[src/rtl/event_encoder8to3_pkg.sv]
// Shared types and default sizing for the event encoder and its benches.
package event_encoder8to3_pkg;

   typedef enum logic {
      IDLE  = 1'b0,
      OFFER = 1'b1
   } state_t;

   localparam int DEF_WIDTH  = 8;
   localparam int DEF_CODE_W = $clog2(DEF_WIDTH);

endpackage

[src/rtl/event_encoder8to3_prio.sv]
// Combinational priority encoder: mask -> index of the winning set bit, plus any_set.
module prio_encoder
   import event_encoder8to3_pkg::*;
#(
   parameter int WIDTH        = DEF_WIDTH,
   parameter int CODE_W       = $clog2(WIDTH),
   parameter bit PRIORITY_LSB = 1'b1
) (
   input  logic [WIDTH-1:0]  mask,
   output logic [CODE_W-1:0] index,
   output logic              any_set
);

   // The last matching assignment wins, so the scan runs toward the favoured end.
   always_comb begin
      index   = '0;
      any_set = |mask;
      if (PRIORITY_LSB) begin
         for (int i = WIDTH - 1; i >= 0; i--) begin
            if (mask[i]) index = CODE_W'(i);
         end
      end else begin
         for (int i = 0; i < WIDTH; i++) begin
            if (mask[i]) index = CODE_W'(i);
         end
      end
   end

endmodule

[src/rtl/event_encoder8to3.sv]
// Sequential event encoder: latches event pulses into a pending mask and
// hands out one pending index per valid/ready handshake in priority order.
//
//   state | meaning
//   IDLE  | no offer up; loads the top-priority pending index when pending != 0
//   OFFER | code_out valid and held until accepted; chains to the next pending index
module event_encoder8to3
   import event_encoder8to3_pkg::*;
#(
   parameter int WIDTH        = DEF_WIDTH,
   parameter int CODE_W       = $clog2(WIDTH),
   parameter bit PRIORITY_LSB = 1'b1
) (
   input  logic              clk,
   input  logic              rst_n,
   input  logic [WIDTH-1:0]  data_in,
   input  logic              clear,
   input  logic              ready_in,
   output logic [CODE_W-1:0] code_out,
   output logic              valid_out,
   output logic [WIDTH-1:0]  pending,
   output logic              overflow
);

   state_t            state;
   logic              accept;
   logic [WIDTH-1:0]  ack_mask;
   logic [WIDTH-1:0]  rem;
   logic [CODE_W-1:0] pend_idx;
   logic [CODE_W-1:0] rem_idx;
   logic              pend_any;
   logic              rem_any;

   assign accept   = valid_out & ready_in;
   assign ack_mask = accept ? (WIDTH'(1) << code_out) : '0;
   assign rem      = pending & ~ack_mask;

   prio_encoder #(
      .WIDTH        (WIDTH),
      .CODE_W       (CODE_W),
      .PRIORITY_LSB (PRIORITY_LSB)
   ) u_prio_pend (
      .mask    (pending),
      .index   (pend_idx),
      .any_set (pend_any)
   );

   prio_encoder #(
      .WIDTH        (WIDTH),
      .CODE_W       (CODE_W),
      .PRIORITY_LSB (PRIORITY_LSB)
   ) u_prio_rem (
      .mask    (rem),
      .index   (rem_idx),
      .any_set (rem_any)
   );

   always_ff @(posedge clk) begin
      if (!rst_n) begin
         state     <= IDLE;
         pending   <= '0;
         code_out  <= '0;
         valid_out <= 1'b0;
         overflow  <= 1'b0;
      end else if (clear) begin
         // A flush drops same-cycle events, so they cannot be duplicates either.
         state     <= IDLE;
         pending   <= '0;
         valid_out <= 1'b0;
         overflow  <= 1'b0;
      end else begin
         pending  <= rem | data_in;
         overflow <= |(data_in & rem);
         case (state)
            IDLE: begin
               if (pend_any) begin
                  code_out  <= pend_idx;
                  valid_out <= 1'b1;
                  state     <= OFFER;
               end
            end
            OFFER: begin
               // Events arriving on this edge are not in rem; they wait for the next decision.
               if (accept) begin
                  if (rem_any) begin
                     code_out <= rem_idx;
                  end else begin
                     valid_out <= 1'b0;
                     state     <= IDLE;
                  end
               end
            end
            default: begin
               state     <= IDLE;
               valid_out <= 1'b0;
            end
         endcase
      end
   end

endmodule

[config.mk]
export PLATFORM = sky130hd
export DESIGN_NAME = event_encoder8to3
export DESIGN_NICKNAME = d
export VERILOG_FILES = /design/src/rtl/event_encoder8to3_pkg.sv /design/src/rtl/event_encoder8to3_prio.sv /design/src/rtl/event_encoder8to3.sv
export SDC_FILE = /design/constraint.sdc
export NUM_CORES = 1
export LEC_CHECK = 0
export ABC_AREA = 1
export CORE_MARGIN = 2
export CORE_UTILIZATION = 40
export DETAILED_ROUTE_END_ITERATION = 12
export PLACE_DENSITY = 0.69
export RECOVER_POWER = 100
export REMOVE_ABC_BUFFERS = 1
export SLEW_MARGIN = 20
export SYNTH_ARGS = -nofsm -noshare
export SYNTH_HDL_FRONTEND = slang
export SYNTH_SLANG_ARGS = --single-unit
[constraint.sdc]
create_clock -name clk -period 3.1 [get_ports clk]
set_clock_uncertainty 0.2 [all_clocks]
set_input_delay 0.775 -clock clk [delete_from_list [all_inputs] [get_ports clk]]
set_output_delay 0.775 -clock clk [all_outputs]
set_load 0.01 [all_outputs]
## Word level (Yosys, flattened, before mapping)

Index checks and enable logic that the tools add are counted.

| word-level totals | value |
|---|---|
| latch bits | 0 |
| word-level logic and storage cells | 53 |
| flip-flop bits (word level) | 14 |
| bits in read-only memories | 0 |
| RAM bits | 0 |
| memories | 0 |

| operators by class | value |
|---|---|
| reduce and logical (&&, ||, !) cells | 6 |
| equal/unequal tests | 4 |
| add/sub/neg operators | 0 |
| divide/modulo/power cells | 0 |
| mux-type cells | 29 |
| bitwise logic cells | 8 |
| $lt $le $gt $ge | 0 |
| multiply operators | 0 |
| shift-type cells | 1 |

Operator list:

| kind | count |
|---|---|
| $mux 3 | 19 |
| $reduce_or 8->1 | 3 |
| $and 8x8->8 | 2 |
| $mux 8 | 1 |
| $not 8->8 | 1 |
| $or 8x8->8 | 1 |
| $shl 1x3->8 const A | 1 |
| $mux 1 | 6 |
| $pmux 3 s2 | 1 |
| $ne 2x1->1 const B | 2 |
| $ne 2x2->1 const B | 2 |
| $pmux 1 s2 | 2 |
| $reduce_and 4->1 | 1 |
| $not 1->1 | 3 |
| $reduce_and 3->1 | 1 |
| $reduce_or 2->1 | 1 |
| $and 1x1->1 | 1 |

## Longest topological paths before layout

| logic depth | value |
|---|---|
| depth after elaboration | 15 |
| gate-level depth with buffers | 11 |

## Hierarchy

Synthesis repeated with hierarchy kept, for this count alone.

| unflattened totals | value |
|---|---|
| cell total of the unflattened synthesis | 158 |
| area total of the unflattened synthesis | 894.6 um2 |

Modules (own cells, without submodules):

| module | area an instance (um2) | instances | cells each |
|---|---|---|---|
| event_encoder8to3 | 696.9 | 1 | 114 |
| prio_encoder | 98.8 | 2 | 22 |

## Worst setup path before layout

Ideal clock, no wire load.

| timing | value |
|---|---|
| path type | input -> register |
| from | input ready_in |
| to | register code_out[0] |
| data arrival time | 1643 ps |
| data required time | 2788 ps |
| buffers on the path | 0 |
| setup time | 112 ps |
| setup slack | 1145 ps |
| stages on the path | 11 |
| cells stage by stage | nand2_1 -> inv_2 -> nand2_4 -> o21ai_4 -> nand2_2 -> nor2_2 -> nand3_2 -> nand3_2 -> nand2_1 -> nand2_1 -> nor2_1 |

| between the ends | value |
|---|---|
| cells in the longest elaborated chain, start to end | 15 |
| elaborated cells between the ends (all ways) | 19 |

RTL lines:

| element | line | RTL |
|---|---|---|
| from (decl) | event_encoder8to3.sv:18 | `input logic ready_in,` |
| $and 1x1->1 * | event_encoder8to3.sv:34 | `assign accept = valid_out & ready_in;` |
| $mux 8 | event_encoder8to3.sv:35 | `assign ack_mask = accept ? (WIDTH'(1) << code_out) : '0;` |
| $not 8->8 | event_encoder8to3.sv:36 | `assign rem = pending & ~ack_mask;` |
| $and 8x8->8 | event_encoder8to3.sv:36 |  |
| $mux 3 (8 in series) | event_encoder8to3_prio.sv:20 | `if (mask[i]) index = CODE_W'(i);` |
| $mux 3 | event_encoder8to3.sv:85 | `if (rem_any) begin` |
| $mux 3 | event_encoder8to3.sv:84 | `if (accept) begin` |
| $pmux 3 s2 | event_encoder8to3.sv:74 | `case (state)` |
| to (signal assigned) | event_encoder8to3.sv:77 | `code_out <= pend_idx;` |
| to (signal assigned) | event_encoder8to3.sv:86 | `code_out <= rem_idx;` |
| to (decl) | event_encoder8to3.sv:19 | `output logic [CODE_W-1:0] code_out,` |

Every way passes the cells marked *; elsewhere a longest branch is shown, timed or not. The select of a mux whose other input is x is not followed.
A chain may end at the register's enable or synchronous reset.

## Worst setup path in the final report

| timing | value |
|---|---|
| from | input ready_in |
| to | register code_out[2] |

The elaborated chain is that of the path after synthesis.

==> results.sh <==
export IMPL_dr_total_vias=918
export IMPL_clk_pin_slew_worst_paths_ns=0.09
export IMPL_layout_nets=174
export IMPL_syn_area_per_cell_um2=6.47
export IMPL_diodes=0
export IMPL_worstHoldPathType="reg2reg"
export IMPL_drt_iter0_markers=15
export IMPL_ys_seq_elements=14
export IMPL_routedWlPerCell_um=11.4
export IMPL_die_area_um2=2540
export IMPL_grt_max_degree=10
export IMPL_gr_usage_all_layers_pct=19.0
export IMPL_ys_warn_count=0
export IMPL_worst_pin_slew_ns=0.316
export IMPL_core_area_um2=2000
export IMPL_overflow=0
export IMPL_worstPathMaxFanout=3
export IMPL_place_congestion=0.912
export IMPL_cpPeakStageDelay_ns=0.57
export IMPL_drv_slew=0
export IMPL_finalCritPeriodShare_pct=84.7
export IMPL_die_h_um=50.4
export IMPL_postCtsHoldBufs=0
export IMPL_die_x_um=50.4
export IMPL_syn_inst=133
export IMPL_ios=25
export IMPL_vias_per_cell=4.88
export IMPL_p_total_uw=473
export IMPL_grt_pass1_vias=861
export IMPL_port_buffers=24
export IMPL_h_tree_depth=1
export IMPL_finalSetupViolCount=0
export IMPL_cts_sinks=14
export IMPL_cp_required_ns=3.14
export IMPL_placedCellCount=184
export IMPL_root_buffer="clkbuf_4"
export IMPL_drtAntennaViolNets=0
export IMPL_drv_cap=0
export IMPL_synthesis_area_um2=861
export IMPL_start_kind="primary input"
export IMPL_row_count=16
export IMPL_syn2layout_area_growth_pct=35.0
export IMPL_hpwlAfterDp_mm=1.73
export IMPL_rsz0062_at_grt="false"
export IMPL_crit_arrival_ns=2.66
export IMPL_fin_setup_tns_ns=0
export IMPL_power_density_nw_per_um2=407
export IMPL_numCtsBuffers=3
export IMPL_initial_core_util_pct=43.0
export IMPL_layout_drive_gt1_share_pct=13.7
export IMPL_slew_headroom_pct=78.7
export IMPL_wl_mm=2.14
export IMPL_status="finished, final reports clean"
export IMPL_clk_latency_ns=0.29
export IMPL_drcViolationCount=0
export IMPL_place_area_um2=1130
export IMPL_hold_violations=0
export IMPL_ir_worst_vdd_v=0.000242
export IMPL_cts_setup_buffers=0
export IMPL_post_route_cell_area_um2=1160
export IMPL_p_leak_uw=0.000579
export IMPL_fin_util_pct=58.1
export IMPL_fmax_mhz=381
export IMPL_ys_seq_area_share_pct=32.6
export IMPL_crit_chain="dlygate4sd3_1, nand2_1, inv_1, nand2_4, o21ai_0, nand2_1, nor2_1, nand2_1, o21ai_0, nor2_1, nor2_1"
export IMPL_cp_end_kind="flip-flop"
export IMPL_ys_types=21
export IMPL_dr_pass1_iters=4
export IMPL_antenna_found_initial=0
export IMPL_ctsResizeCount=0
export IMPL_setup_worst_path_class="in2reg"
export IMPL_final_cells=188
export IMPL_grt_pass1_wl_mm=3.65
export IMPL_cp_slowest_cell="dlygate4sd3_1"
export IMPL_clockBufferDepth=2
export IMPL_cts_tree="built"
export IMPL_finalCriticalPeriod_ns=2.63
==> cell usage after synthesis <==
master	number	area [um^2]
nand4_1	3	18.8
nand2_2	4	25.0
nand3_2	3	30.0
nand2_4	1	11.3
o21bai_1	1	7.51
o21ai_4	1	16.3
inv_2	4	15.0
clkinv_1	1	3.75
nor2_4	1	11.3
o21ai_0	2	10.0
a21oi_1	9	45.0
nor4_1	1	6.26
nand2_1	28	105
nor2_2	2	12.5
o22ai_1	3	18.8
nand3_1	2	10.0
o21ai_2	6	52.6
dfxtp_1	14	280
nor2_1	29	109
a22o_1	1	8.76
inv_1	17	63.8
==> cell type report <==
class / instances / area, um^2
sequential: 14 / 280
fill: 214 / 840
multi-input combinational: 97 / 489
clock buffer: 4 / 36.3
timing repair buffer: 24 / 240
inverter: 22 / 82.6
tap: 27 / 33.8
==> flip-flops by register name, summed over array words and instances (netlist names) <==
| register | cells |
|---|---|
| code_out | 3 |
| overflow | 1 |
| pending | 8 |
| state | 1 |
| valid_out | 1 |
==> cell families (layout without fill, tap and decap cells) <==
kind of cell	Yosys count	count (layout)	share of synthesized area [%]
compound gates	23	23	18.5
buf+inv	22	50	9.59
flops	14	14	32.6
simple gates	74	74	39.4
==> report_power, final <==
part	internal, uW	switching [uW]
logic	56.1	72.2
clock network	71.7	65.5
registers	192	15.1
total	320	153
==> metal layers <==
metal	up-vias	wire length (um)	track usage, %
met3	5	109	5.95
li1	478	-	-
met4	0	36	7.21
met1	414	998	24.3
met5	-	0	0
met2	21	995	29.8
==> layout by cell type (no fill, tap or decap), types with 2 or more instances in the layout <==
cell | Yosys | routed
a21oi_1 | 9 | 9
o22ai_1 | 3 | 3
inv_1 | 17 | 18
nand3_1 | 2 | 2
nor2_1 | 29 | 31
nand2_1 | 28 | 28
clkbuf_4 | 0 | 3
nand4_1 | 3 | 3
nand3_2 | 3 | 3
clkdlybuf4s50_1 | 0 | 9
dlygate4sd3_1 | 0 | 15
nand2_2 | 4 | 4
o21ai_0 | 2 | 3
dfxtp_1 | 14 | 14
o21ai_2 | 6 | 5
inv_2 | 4 | 3
==> final timing paths <==
path	end	cells after the start	start	slack, ns
setup / recovery	code_out[2]	11	ready_in	0.47
hold / removal	valid_out	2	valid_out	0.34
setup reg to reg	code_out[2]	10	valid_out	1.11
hold reg to reg	valid_out	2	valid_out	0.34
==> critical path: cells and delay by family <==
kind / cells / cell delay (ns)
AO/OA/AOI/OAI: 2 / 0.49
buffers and inverters: 2 / 0.70
AND/OR/NAND/NOR: 7 / 0.70
==> through the flow <==
step | hold WS, ns | setup WS [ns]
floorplan | 0.343 | 1.15
global placement | 0.322 | 0.491
detailed placement | 0.333 | 0.468
CTS | 0.347 | 0.775
global route | 0.399 | 0.297
finish | 0.341 | 0.475
Note: power is estimated with default switching activity, not from simulation.
